--- config.mk ---
export PLATFORM = sky130hd
export DESIGN_NAME = lc3_control_fsm
export DESIGN_NICKNAME = d
export VERILOG_FILES = /design/src/rtl/lc3_control_fsm.sv
export SDC_FILE = /design/constraint.sdc
export NUM_CORES = 1
export LEC_CHECK = 0
export ABC_AREA = 1
export BUFFER_PORTS_ARGS = -buffer_cell sky130_fd_sc_hd__buf_2
export CORE_MARGIN = 2
export CORE_UTILIZATION = 47
export CTS_CLUSTER_SIZE = 12
export DETAILED_ROUTE_END_ITERATION = 10
export GPL_TIMING_DRIVEN = 0
export PLACE_DENSITY = 0.89
export SYNTH_ARGS = -nofsm -noshare
export SYNTH_HDL_FRONTEND = slang
export SYNTH_SLANG_ARGS = --single-unit
--- constraint.sdc ---
create_clock -name clk -period 3.4 [get_ports clk]
set_clock_uncertainty 0.1 [all_clocks]
set_input_delay 0.51 -clock clk [delete_from_list [all_inputs] [get_ports clk]]
set_output_delay 0.51 -clock clk [all_outputs]
set_load 0.03 [all_outputs]
--- src/rtl/lc3_control_fsm.sv ---
// LC-3 microsequencer: Moore FSM driving datapath loads, bus gates, muxes.
// Ports: clk/reset, ir+nzp+memReady in; load/gate/select/memory/halted out.
module lc3_control_fsm #(
  parameter int MEM_TIMEOUT = 0
) (
  input  logic        clk,
  input  logic        reset,
  input  logic [15:0] ir,
  input  logic        n,
  input  logic        z,
  input  logic        p,
  input  logic        memReady,
  output logic        ldMAR,
  output logic        ldMDR,
  output logic        ldIR,
  output logic        ldPC,
  output logic        ldReg,
  output logic        ldCC,
  output logic        gatePC,
  output logic        gateMDR,
  output logic        gateALU,
  output logic        gateMARMUX,
  output logic [1:0]  selPC,
  output logic        selEAB1,
  output logic [1:0]  selEAB2,
  output logic        selMAR,
  output logic        selMDR,
  output logic        sr1Mux,
  output logic        drMux,
  output logic [1:0]  aluK,
  output logic        memEn,
  output logic        memWE,
  output logic        halted
);

  typedef enum logic [4:0] {
    S_INIT, S_F0, S_F1, S_F2, S_DEC,
    S_ALU, S_BR, S_JMP, S_JSR0, S_JSR1,
    S_ADR, S_RDI, S_IND, S_RD, S_WB,
    S_ST0, S_ST1, S_LEA, S_HALT
  } state_e;

  localparam logic [31:0] TO_LIM =
    32'((MEM_TIMEOUT > 0) ? MEM_TIMEOUT - 1 : 0);

  state_e      state_q, state_d;
  logic [31:0] cnt_q, cnt_d;
  logic [3:0]  op;
  logic        br_taken;
  logic        mem_st;
  logic        timed_out;
  logic        unused_ir;

  assign op        = ir[15:12];
  assign br_taken  = (ir[11] & n) | (ir[10] & z) | (ir[9] & p);
  assign unused_ir = ^ir[8:0];
  assign mem_st    = (state_q == S_F1) || (state_q == S_RDI) ||
                     (state_q == S_RD) || (state_q == S_ST1);
  // cnt_q is the number of cycles already spent in this memory state
  assign timed_out = (MEM_TIMEOUT > 0) && !memReady &&
                     (cnt_q >= TO_LIM);

  always_ff @(posedge clk) begin
    if (reset) begin
      state_q <= S_INIT;
      cnt_q   <= '0;
    end else begin
      state_q <= state_d;
      cnt_q   <= cnt_d;
    end
  end

  // counter restarts on every state change, so each memory state
  // gets its own full timeout window
  always_comb begin
    cnt_d = '0;
    if (mem_st && (state_d == state_q))
      cnt_d = cnt_q + 32'd1;
  end

  always_comb begin
    state_d    = state_q;
    ldMAR      = 1'b0;
    ldMDR      = 1'b0;
    ldIR       = 1'b0;
    ldPC       = 1'b0;
    ldReg      = 1'b0;
    ldCC       = 1'b0;
    gatePC     = 1'b0;
    gateMDR    = 1'b0;
    gateALU    = 1'b0;
    gateMARMUX = 1'b0;
    selPC      = 2'b00;
    selEAB1    = 1'b0;
    selEAB2    = 2'b00;
    selMAR     = 1'b0;
    selMDR     = 1'b0;
    sr1Mux     = 1'b0;
    drMux      = 1'b0;
    aluK       = 2'b00;
    memEn      = 1'b0;
    memWE      = 1'b0;
    halted     = 1'b0;
    unique case (state_q)
      S_INIT: state_d = S_F0;
      S_F0: begin
        gatePC  = 1'b1;
        ldMAR   = 1'b1;
        ldPC    = 1'b1;
        state_d = S_F1;
      end
      S_F1, S_RDI, S_RD: begin
        memEn = 1'b1;
        if (memReady) begin
          ldMDR = 1'b1;
          unique case (state_q)
            S_F1:    state_d = S_F2;
            S_RDI:   state_d = S_IND;
            default: state_d = S_WB;
          endcase
        end else if (timed_out) begin
          state_d = S_HALT;
        end
      end
      S_F2: begin
        gateMDR = 1'b1;
        ldIR    = 1'b1;
        state_d = S_DEC;
      end
      S_DEC: begin
        unique case (op)
          4'b0001, 4'b0101, 4'b1001: state_d = S_ALU;
          4'b0000: state_d = br_taken ? S_BR : S_F0;
          4'b1100: state_d = S_JMP;
          4'b0100: state_d = S_JSR0;
          4'b0010, 4'b0110, 4'b1010,
          4'b0011, 4'b0111, 4'b1011: state_d = S_ADR;
          4'b1110: state_d = S_LEA;
          default: state_d = S_HALT;
        endcase
      end
      S_ALU: begin
        gateALU = 1'b1;
        ldReg   = 1'b1;
        ldCC    = 1'b1;
        unique case (op)
          4'b0101: aluK = 2'b01;
          4'b1001: aluK = 2'b10;
          default: aluK = 2'b00;
        endcase
        state_d = S_F0;
      end
      S_BR: begin
        ldPC    = 1'b1;
        selPC   = 2'b01;
        selEAB2 = 2'b10;
        state_d = S_F0;
      end
      S_JMP: begin
        ldPC    = 1'b1;
        selPC   = 2'b01;
        selEAB1 = 1'b1;
        state_d = S_F0;
      end
      S_JSR0: begin
        gatePC  = 1'b1;
        ldReg   = 1'b1;
        drMux   = 1'b1;
        state_d = S_JSR1;
      end
      S_JSR1: begin
        ldPC    = 1'b1;
        selPC   = 2'b01;
        // ir[11]: PC-relative JSR, else register-based JSRR
        selEAB1 = ~ir[11];
        selEAB2 = ir[11] ? 2'b11 : 2'b00;
        state_d = S_F0;
      end
      S_ADR: begin
        gateMARMUX = 1'b1;
        selMAR     = 1'b1;
        ldMAR      = 1'b1;
        // LDR/STR are base+off6, the rest PC+off9
        if (op[3:1] == 3'b011) begin
          selEAB1 = 1'b1;
          selEAB2 = 2'b01;
        end else begin
          selEAB2 = 2'b10;
        end
        unique case (op)
          4'b0010, 4'b0110: state_d = S_RD;
          4'b1010, 4'b1011: state_d = S_RDI;
          default:          state_d = S_ST0;
        endcase
      end
      S_IND: begin
        gateMDR = 1'b1;
        ldMAR   = 1'b1;
        state_d = op[0] ? S_ST0 : S_RD;
      end
      S_WB: begin
        gateMDR = 1'b1;
        ldReg   = 1'b1;
        ldCC    = 1'b1;
        state_d = S_F0;
      end
      S_ST0: begin
        sr1Mux  = 1'b1;
        aluK    = 2'b11;
        gateALU = 1'b1;
        selMDR  = 1'b1;
        ldMDR   = 1'b1;
        state_d = S_ST1;
      end
      S_ST1: begin
        memEn = 1'b1;
        memWE = 1'b1;
        if (memReady)
          state_d = S_F0;
        else if (timed_out)
          state_d = S_HALT;
      end
      S_LEA: begin
        gateMARMUX = 1'b1;
        selMAR     = 1'b1;
        selEAB2    = 2'b10;
        ldReg      = 1'b1;
        state_d    = S_F0;
      end
      S_HALT: halted = 1'b1;
      default: state_d = S_INIT;
    endcase
  end

endmodule

==> flow_summary.toml, run 1 <==
[floorplanning]
core_area_um2 = 1690
io_pins = 46
fp.dieH_um = 45.7
dieArea_um2 = 2090
dieWidth_um = 45.7
placementRows = 15
initial_utilization_pct = 48.4

[cells_and_area]
largestRegisters = "state_q (5)"
n_antenna_cell = 0
regMostFlops = "state_q"
num-fill-cells = 163
largest_reg_flops = 5
area_growth_pct = 27.2
finish.utilization_pct = 61.6
layout-drive-gt1-share_pct = 28.7
final_area_um2 = 1040
fin_nets = 218

[sta]
period_share_pct = 67.1
setup_viol = 0
period_needed_ns = 2.28
hold_viol = 0
grt_setup_unrepaired = "false"
drv_slew = 0
tns_ns = 0
fmax_mhz = 439
timing.hold.ws_ns = 0.393

[grt]
grt_pass1_wl_um = 3970
use_met1_pct = 30.5
grt_start_max_net_pins = 9
grt_use_met3_pct = 4.37
met2_usage_pct = 44.8
grt_pass1_vias = 990
antenna_found_initial = 0
grt.busiest_layer = "met2"
overflow = 0
grtUsageTotal_pct = 25.2

[place]
placed_cell_area_um2 = 1010
io_buffers = 35
dpl.hpwl_um = 1950
gp_congestion = 0.936

[synthesis]
syn_nets = 178
synth_top_family_by_area = "simple AND/OR/NAND/NOR gates"
synthMuxAreaShare_pct = 0
synth_area_um2 = 818
ys_seq_area_share_pct = 12.2
synth_compound_area_share_pct = 16.2
yosys.area_share.simple_pct = 55.7
synthDistinctLibCells = 25
avgSynthCellArea_um2 = 5.25
synth_xor_area_share_pct = 0
yosys_warnings = 0
synth-seq-cells = 5
yosys.area_share.adder_pct = 0
netlist_instances = 156

[drt]
drt-total-wl_um = 2410
vias = 1110
drc = 0
post_drt_wl_per_cell_um = 11.4
antenna_left = 0
drt-pass1-iter-count = 4
vias_per_cell = 5.24
first_iter_violations = 47

[worst_setup_path]
cp.required_ns = 2.79
path_class = "reg2out"
critPathArrivalTime_ns = 1.67
crit_path_end_kind = "output pin"
start_kind = "flop"
path_max_fanout = 6

[clocking]
cts_buffer_depth = 2
cts_resized = 0
cts_num_sinks = 5
cts_root_buffer = "clkbuf_4"
clkTransAtPathRegs_ns = 0.04
holdBufCountCts = 0
tritoncts = "built"
post_cts_buffers = 0
clk_latency_ns = 0.24
cts_made_buffers = 3
cts_max_level = 1

[run_status]
outcome = "completed"

[job]
drv_cap = 0

[power_and_ir_drop]
powerDensity_nw_per_um2 = 493
power_w = 0.000513
p_leak_nw = 0.661
ir_drop_uv = 425

[min_path]
hp-class = "in2reg"
## power by group
group,internal (W),switching [W],total (W)
Sequential,0.0000723,0.0000239,0.0000962
Clock,0.0000443,0.0000242,0.0000686
Combinational,0.000106,0.000242,0.000348
## synthesized netlist by cell type (all sizes together)
cell type	count	area share (%)
dfxtp	5	12
conb	1	0.46
a21oi	9	6.0
a22oi	1	0.92
nor3	4	4.3
o2111ai	1	1.1
o21ai	7	4.3
buf	4	4.1
nand3	20	13
a41oi	1	1.1
a21o	1	1.8
inv	24	11
nor2	31	16
o311ai	1	1.1
nand2	45	22
nor3b	1	0.92
## worst max-delay path, cell delays in order (launching register included)
cell and delay (ns):
dfxtp_1 0.43, inv_1 0.11, nor2_2 0.12, nand2_1 0.12, nor2_2 0.18, nand3_1 0.12
o311ai_0 0.10, buf_2 0.25
## cell usage in the layout, fill, tap and decap left out, types with 3 or more instances in the layout
cell / Yosys / final
a21oi_1: 8 / 8
buf_2: 0 / 35
buf_4: 3 / 3
clkbuf_4: 0 / 3
dfxtp_1: 5 / 5
inv_1: 23 / 23
nand2_1: 43 / 43
nand3_1: 19 / 19
nor2_1: 26 / 26
nor2_2: 5 / 5
nor3_2: 3 / 3
o21ai_0: 6 / 6
## stage by stage
| stage | worst slack (ns) | instances |
|---|---|---|
| floorplan | 0.993 | 156 |
| global placement | 1.44 | 208 |
| detailed placement | 1.39 | 208 |
| CTS | 1.14 | 212 |
| global route | 0.960 | 212 |
| finish | 1.12 | 212 |
## area by class of cell
type / count / area [µm²] / area share, %
plain buffers: 4 / 33.8 / 3.25
multi-input cells: 123 / 592 / 56.9
flip-flops and latches: 5 / 100 / 9.62
well taps: 17 / 21.3 / 2.04
repair buffers: 35 / 175 / 16.8
inverters: 24 / 92.6 / 8.89
clock buffers: 4 / 26.3 / 2.52
## path summary, 6_finish.rpt
kind              start    endpoint  slack, ns  depth (start not counted)
min reg2reg  state_q[1]  state_q[1]       0.45                          2
max reg2reg  state_q[1]  state_q[0]       1.75                          9
min               reset  state_q[4]       0.39                          2
max          state_q[1]     selEAB1       1.12                          7
## cells by family (layout without fill, tap and decap cells)
family / Yosys count / count (layout)
AOI/OAI and AO/OA: 21 / 21
buffers and inverters: 28 / 67
other: 1 / 1
DFF: 5 / 5
and+or+nand+nor: 101 / 101
## routing by layer
layer	wire length, µm	share of wire, %
met1	983	41
met2	1210	50
met4	42	1.7
met3	174	7.2
met5	0	0
Power figures use the tool's default switching activity.
==> inputs of run 2 (changes only) <==
--- a/config.mk
+++ b/config.mk
@@ -8,11 +8,11 @@
 export ABC_AREA = 1
 export BUFFER_PORTS_ARGS = -buffer_cell sky130_fd_sc_hd__buf_2
 export CORE_MARGIN = 2
-export CORE_UTILIZATION = 47
+export CORE_UTILIZATION = 44
 export CTS_CLUSTER_SIZE = 12
 export DETAILED_ROUTE_END_ITERATION = 10
 export GPL_TIMING_DRIVEN = 0
-export PLACE_DENSITY = 0.89
+export PLACE_DENSITY = 0.85
 export SYNTH_ARGS = -nofsm -noshare
 export SYNTH_HDL_FRONTEND = slang
 export SYNTH_SLANG_ARGS = --single-unit
==> constraint.sdc (replaced) <==
create_clock -name clk -period 2.4 [get_ports clk]
set_clock_uncertainty 0.1 [all_clocks]
set_input_delay 0.36 -clock clk [delete_from_list [all_inputs] [get_ports clk]]
set_output_delay 0.36 -clock clk [all_outputs]
set_load 0.03 [all_outputs]
==> flow_summary.toml, run 2 (synthesis results as in run 1) <==
[run_status]
outcome = "completed"

[cells_and_area]
finish.utilization_pct = 60.2
largest_reg_flops = 5
mostFrequentLayoutCells = "43 x nand2_1, 35 x buf_2, 26 x nor2_1"
ff_latch_area_um2 = 100
area_growth_pct = 28.4
layout-drive-gt1-share_pct = 28.7
n_antenna_cell = 0
multi_input_area_um2 = 592
mostFrequentLayoutCell = "nand2_1"
fin_nets = 218
regMostFlops = "state_q"
final_area_um2 = 1050
largestRegisters = "state_q (5)"
num-fill-cells = 187

[power_and_ir_drop]
swShare_pct = 56.5
ir_drop_uv = 442
intPower_w = 0.000315
powerDensity_nw_per_um2 = 690
seqPwrFrac_pct = 18.9
pwr-share-clk_pct = 13.4
comb_power_share_pct = 67.7
p_leak_nw = 0.661
p_switching_w = 0.000410

[drt]
drc = 0
drt-pass1-iter-count = 4
vias = 1118
post_drt_wl_per_cell_um = 10.5
first_iter_violations = 40
antenna_left = 0
drt-total-wl_um = 2310
vias_per_cell = 5.08

[worst_setup_path]
crit_path_end_kind = "output pin"
path_max_fanout = 6
crit_buf_inv = 2
crit_top_cell = "nor2_2"
cp.required_ns = 1.94
crit_chain = "inv_1 > nor2_2 > nand2_1 > nor2_2 > nand3_1 > o311ai_0 > buf_2"
slowest_delay_ns = 0.43
start_kind = "flop"
slowest_stage = "dfxtp_1"
critPathArrivalTime_ns = 1.71
path_class = "reg2out"
crit_family = "simple AND/OR/NAND/NOR gates"

[grt]
grtUsageTotal_pct = 22.8
antenna_found_initial = 0
overflow = 0
grt_start_max_net_pins = 9
grt_pass1_vias = 933
grt_pass1_wl_um = 3690

[clocking]
holdBufCountCts = 0
cts_num_sinks = 5
cts_made_buffers = 3
post_cts_buffers = 0
clkTransAtPathRegs_ns = 0.05
cts_max_level = 1
cts_resized = 0
tritoncts = "built"
cts_buffer_depth = 2
clk_latency_ns = 0.24
cts_root_buffer = "clkbuf_4"

[floorplanning]
dieWidth_um = 47.1
fp.dieH_um = 47.1
core_area_um2 = 1750
dieArea_um2 = 2220
initial_utilization_pct = 46.9
io_pins = 46
placementRows = 15

[sta]
fin_ws_ns = 0.228
tns_ns = 0
period_needed_ns = 2.17
setup_viol = 0
fmax_mhz = 460
period_share_pct = 90.5
grt_setup_unrepaired = "false"
drv_slew = 0
hold_viol = 0

[place]
dpl.hpwl_um = 1910
gp_congestion = 0.946
io_buffers = 35
placed_cell_area_um2 = 1020
place_ws_ns = 0.505

[min_path]
hp-class = "in2reg"

[job]
drv_cap = 0
[run 2: through the flow]
step | instances | hold slack, ns | power (W)
4_1_cts | 220 | 0.233 | 0.000723
3_5_place_dp | 216 | 0.431 | 0.000620
3_3_place_gp | 216 | 0.421 | 0.000608
6_report | 220 | 0.242 | 0.000725
2_1_floorplan | 156 | 0.329 | 0.000500
5_1_grt | 220 | 0.234 | 0.000797
[run 2: final timing paths]
path                 to  slack [ns]  cells after the start        from
max reg2reg  state_q[0]        0.75                      9  state_q[0]
min          state_q[4]        0.24                      2       reset
max             selEAB1        0.23                      7  state_q[1]
min reg2reg  state_q[2]        0.44                      2  state_q[2]
[run 2: worst reg2reg max path: stages, from the launching register on]
cell and delay, ns:
dfxtp_1 0.47, inv_1 0.13, nand2_1 0.14, nor2_1 0.07, nor2_1 0.20, nand3_1 0.11, nor2_1 0.14, nand2_1 0.07
nand2_1 0.05, a21oi_1 0.06
[run 2: final cells by class]
type	instances	area share, %
inverter	24	8.81
multi-input combinational	123	56.3
timing repair buffer	35	16.7
sequential	5	9.52
clock buffer	4	2.50
buffer	4	3.21
tap	25	2.98
[run 2: routing by layer]
| metal | share of wire [%] | vias to the layer above | track usage (%) | wire (µm) |
|---|---|---|---|---|
| met2 | 48 | 48 | 40.8 | 1110 |
| li1 | - | 571 | - | - |
| met3 | 7.2 | 5 | 5.38 | 167 |
| met1 | 43 | 494 | 27.6 | 993 |
| met5 | 0 | - | 0 | 0 |
| met4 | 1.5 | 0 | 5.00 | 35 |
[run 2: power groups by stage]
stage	sequential, W	clock [W]	combinational (W)
after floorplan	0.000127	0	0.000373
final	0.000137	0.0000970	0.000491
after CTS	0.000135	0.000101	0.000486
after global routing	0.000139	0.000110	0.000548
after detailed placement	0.000136	0	0.000483
after global placement	0.000132	0	0.000476
